**config.mk**
```make
export PLATFORM = sky130hd
export DESIGN_NAME = fetch_controller
export DESIGN_NICKNAME = d
export VERILOG_FILES = /design/src/rtl/fetch_controller.sv
export SDC_FILE = /design/constraint.sdc
export NUM_CORES = 1
export LEC_CHECK = 0
export CAP_MARGIN = 20
export CORE_ASPECT_RATIO = 1.25
export CORE_MARGIN = 3
export CORE_UTILIZATION = 55
export CTS_BUF_LIST = sky130_fd_sc_hd__clkbuf_4 sky130_fd_sc_hd__clkbuf_8
export DETAILED_ROUTE_END_ITERATION = 10
export HOLD_SLACK_MARGIN = 0.12
export PLACE_DENSITY = 0.87
export SLEW_MARGIN = 20
export SYNTH_ARGS = -nofsm -noshare
export SYNTH_HDL_FRONTEND = slang
export SYNTH_SLANG_ARGS = --single-unit
```
**constraint.sdc**
```tcl
create_clock -name clk -period 8.6 [get_ports clk]
set_clock_uncertainty 0.2 [all_clocks]
set_input_delay 1.72 -clock clk [delete_from_list [all_inputs] [get_ports clk]]
set_output_delay 1.72 -clock clk [all_outputs]
set_load 0.01 [all_outputs]
```
**src/rtl/fetch_controller.sv**
```systemverilog
// Instruction fetch controller: fetch PC plus a 2-entry prefetch buffer
// that decouples instruction memory from the decode stage.
module fetch_controller (
    input  logic        clk,
    input  logic        rst,
    output logic [31:0] imem_addr,
    input  logic [31:0] imem_instr,
    input  logic        branch_taken,
    input  logic [31:0] branch_addr,
    input  logic        out_ready,
    output logic        out_valid,
    output logic [31:0] out_instr,
    output logic [31:0] out_pc,
    output logic [1:0]  buf_count
);

    logic [31:0] fetch_pc;
    logic [31:0] pc_mem [2];
    logic [31:0] instr_mem [2];
    logic        rd_ptr;
    logic        wr_ptr;
    logic [1:0]  count;
    logic        push;
    logic        pop;
    logic        unused_bits;

    // Redirect targets are word aligned; the low bits are ignored.
    assign unused_bits = ^branch_addr[1:0];

    assign pop  = (count != 2'd0) & out_ready;
    assign push = ~branch_taken & ((count != 2'd2) | pop);

    assign imem_addr = fetch_pc;
    assign out_valid = (count != 2'd0);
    assign out_pc    = pc_mem[rd_ptr];
    assign out_instr = instr_mem[rd_ptr];
    assign buf_count = count;

    always_ff @(posedge clk or posedge rst) begin
        if (rst) begin
            fetch_pc <= 32'd0;
            rd_ptr   <= 1'b0;
            wr_ptr   <= 1'b0;
            count    <= 2'd0;
            for (int i = 0; i < 2; i++) begin
                pc_mem[i]    <= 32'd0;
                instr_mem[i] <= 32'd0;
            end
        end else if (branch_taken) begin
            fetch_pc <= {branch_addr[31:2], 2'b00};
            rd_ptr   <= 1'b0;
            wr_ptr   <= 1'b0;
            count    <= 2'd0;
        end else begin
            if (push) begin
                pc_mem[wr_ptr]    <= fetch_pc;
                instr_mem[wr_ptr] <= imem_instr;
                wr_ptr            <= ~wr_ptr;
                fetch_pc          <= fetch_pc + 32'd4;
            end
            if (pop) begin
                rd_ptr <= ~rd_ptr;
            end
            unique case ({push, pop})
                2'b10:   count <= count + 2'd1;
                2'b01:   count <= count - 2'd1;
                default: count <= count;
            endcase
        end
    end

endmodule

```
==> reports/results.tsv <==
stage	metric	value	unit
floorplan	I/O Pins	167	
setup_path	Arr. time, crit path	4880	ps
cts	clock-pin transition on the worst setup and hold timing paths	90	ps
power	Combinational Power Share	29.0	%
setup_path	Crit Path Max Fanout	50	
setup_path	crit-path most repeated cell	buf_4	
synth	synthesized area	7290	µm²
cts	CTS tree	done	
timing	Slew Viols, Final	0	
timing	Setup-failing EPs final	0	
cts	cts bufs inserted	17	
synth	Post-synth top flop	dfrtp_1	
setup_path	CP max stage delay	800	ps
timing	setup TNS	0	ps
synth	synth warn	0	
setup_path	CP Buf/Inv Count	4	
setup_path	CP startpoint kind	input pin	
timing	crit share post-route	55.3	%
power	Pleak	0.00376	µW
cells_and_area	final net count	781	
floorplan	Die Area	14700	µm²
synth	Seq/Total Area, Yosys	54.3	%
placement	RePlAce Congestion	0.746	
routing	Initial DRT Pass Iterations	4	
run	max-cap violations	0	
timing	slew margin rel.	30.2	%
cts	H-tree lvl count	4	
power	Internal	1670	µW
setup_path	slowest CP cell	inv_1	
cts	post-cts sizing count	0	
placement	Port Buffers	160	
cts	clk root buf	clkbuf_8	
routing	DR vias	5209	
timing	Final Hold Viols	0	
setup_path	RR Endpoint	pc_mem[25]$_DFFE_PP0P_	
floorplan	Die Span X	109	µm
global_route	pin count of the biggest net entering global routing	87	
synth	EDFF count, synth	0	
timing	max frequency	210	MHz
floorplan	Site Rows	46	
cells_and_area	area occupied by multi-input gates	3170	µm²
cells_and_area	Antenna Cells	0	
cells_and_area	layout cell share with drive strength beyond 1	32.6	%
routing	routed length per placed instance	19.6	µm
setup_path	Critical Path RT	8720	ps
floorplan	die height	135	µm
synth	cell type with the highest aggregate area in the netlist	dfrtp_1	
routing	initial drt markers	268	
setup_path	RR Startpoint	buf_count[1]$_DFFE_PP0P_	
hold_path	hold endpoint	instr_mem[59]$_DFFE_PP0P_	
synth	Yosys cell types	41	
power	Total Power	2310	µW
global_route	initial antenna violation count	0	
synth	Cells after Synth	561	
timing	worst-margin pin slew	1050	ps
setup_path	FF-to-FF path depth	4	
global_route	global-route wire length before repair	28700	µm
cells_and_area	sequential standard cell area	3960	µm²
power	net switching power	640	µW
cts	Post-CTS Hold Fix Bufs	0	
cts	maximum clock insertion buffer count	2	
timing	min Tclk post-route	4760	ps
synth	count leader, synth	mux2_2	
cts	clk_lat worst skew	440	ps
power	share of power burned in registers	44.4	%
routing	Total Wirelength	17500	µm
timing	RSZ-0062 raised after global routing	no	
hold_path	HP Class	reg -> reg	
global_route	Total Routing Usage GR	25.0	%
power	VDD IR max	0.000159	V
floorplan	Placeable Area	12800	µm²
global_route	Congestion Overflow GR	0	
placement	HPWL after detailed placement	12100	µm
floorplan	Initial Util	56.8	%
synth	asr flop ratio synth	100	%
global_route	vias in the first global route	5795	
synth	ranking of synthesized cells by area	dfrtp_1 (54%), mux2_2 (29%), nand2_1 (1.6%)	
synth	synthesis-stage register bit count	158	
power	Sw Share	27.7	%
setup_path	cell family with most CP delay	buffers and inverters	
routing	DRC viols	0	
cts	post-CTS setup buffer count	0	
synth	Yosys top cell area share	54.3	%
power	clock share of power	26.6	%
cts	CTS Sinks	158	
setup_path	slack of the worst reg-to-reg path	5870	ps
synth	Mean Syn Cell Area	13.0	µm²
power	P per Cell Area	244	nW/µm²
hold_path	worst hold path stage count	1	
cells_and_area	P&R area growth vs syn	29.9	%
setup_path	element type at the critical path end	flop	
setup_path	Setup CP Type	in -> reg	
setup_path	crit-path cells	clkdlybuf4s50_1 -> buf_4 -> inv_1 -> and3_2 -> buf_4 -> mux2_2	
run_status	status	finished, final reports clean	
hold_path	HP Start	instr_mem[59]$_DFFE_PP0P_	
routing	via/cell ratio	5.83	
cells_and_area	Fillers	830	
routing	post-route ant nets	0	
synth	commonest cells in the netlist	mux2_2 (186), dfrtp_1 (158), nand2_1 (31)	
[sequential cells by signal (all words and copies together), names as in the netlist]
signal,flops
buf_count,2
imem_addr,30
instr_mem,64
pc_mem,60
rd_ptr,1
wr_ptr,1
[power groups by stage]
stage          registers, µW  logic (µW)  clock network [µW]
2_1_floorplan            997         381                   0
3_3_place_gp            1020         651                   0
3_5_place_dp            1040         674                   0
4_1_cts                 1020         678                 623
5_1_grt                 1050         718                 656
6_report                1020         670                 613
[cell families (layout without fill, tap and decap cells)]
group / after synthesis / count (layout) / synth area share (%)
compound gates: 49 / 49 / 4.40
xor+xnor: 12 / 12 / 1.44
simple gates: 113 / 113 / 8.36
buf+inv: 40 / 201 / 2.42
mux: 187 / 187 / 28.9
fa+ha+maj: 1 / 1 / 0.172
flops: 158 / 158 / 54.3
other cells: 1 / 4 / 0.0515
[cells in the final DEF, fill, tap and decap left out, types with 8 or more instances in the layout]
master           netlist  final
a31oi_1               14     14
clkbuf_8               0     20
clkdlybuf4s50_1        0    160
dfrtp_1              158    157
mux2_2               186    186
nand2_1               31     31
nand3_1               14     14
nand4_1                8      8
nor2_1                17     17
o21ai_0               14     14
o31ai_1               11     11
or4_1                 15     15
[cell type report]
type / count / share of cell area (%)
clock buffer: 20 / 2.91
clock inverter: 12 / 1.94
inverter: 3 / 0.172
multi-input combinational: 366 / 33.5
sequential: 158 / 41.8
tap: 168 / 2.22
timing repair buffer: 166 / 17.4
[worst max-delay path by stage]
stage / startpoint / end / slack [ps] / cells past startpoint
floorplan: rst / buf_count[0]$_DFFE_PP0P_ / 2420 / 1
global placement: branch_taken / pc_mem[24]$_DFFE_PP0P_ / 3510 / 6
detailed placement: branch_taken / instr_mem[7]$_DFFE_PP0P_ / 3400 / 6
CTS: branch_taken / pc_mem[25]$_DFFE_PP0P_ / 3860 / 6
global route: branch_taken / pc_mem[25]$_DFFE_PP0P_ / 3690 / 6
finish: branch_taken / pc_mem[25]$_DFFE_PP0P_ / 3840 / 6
[per-layer routing]
| layer | up-vias | wire length (µm) | GRT usage, % |
|---|---|---|---|
| li1 | 2352 | - | - |
| met1 | 2645 | 6640 | 28.6 |
| met2 | 164 | 9450 | 44.5 |
| met3 | 48 | 831 | 5.40 |
| met4 | 0 | 603 | 10.7 |
| met5 | - | 0 | 0 |
[metrics by stage]
| step | hold WS, ps | setup slack (ps) | std cells | instance area (µm²) | utilization, % |
|---|---|---|---|---|---|
| after global placement | 283 | 3510 | 861 | 9000 | 70.1 |
| after global routing | 318 | 3690 | 893 | 9460 | 73.7 |
| after detailed placement | 292 | 3400 | 861 | 9000 | 70.1 |
| after CTS | 310 | 3860 | 893 | 9460 | 73.7 |
| final | 307 | 3840 | 893 | 9460 | 73.7 |
| after floorplan | 275 | 2420 | 564 | 7300 | - |
Power figures use the tool's default switching activity.
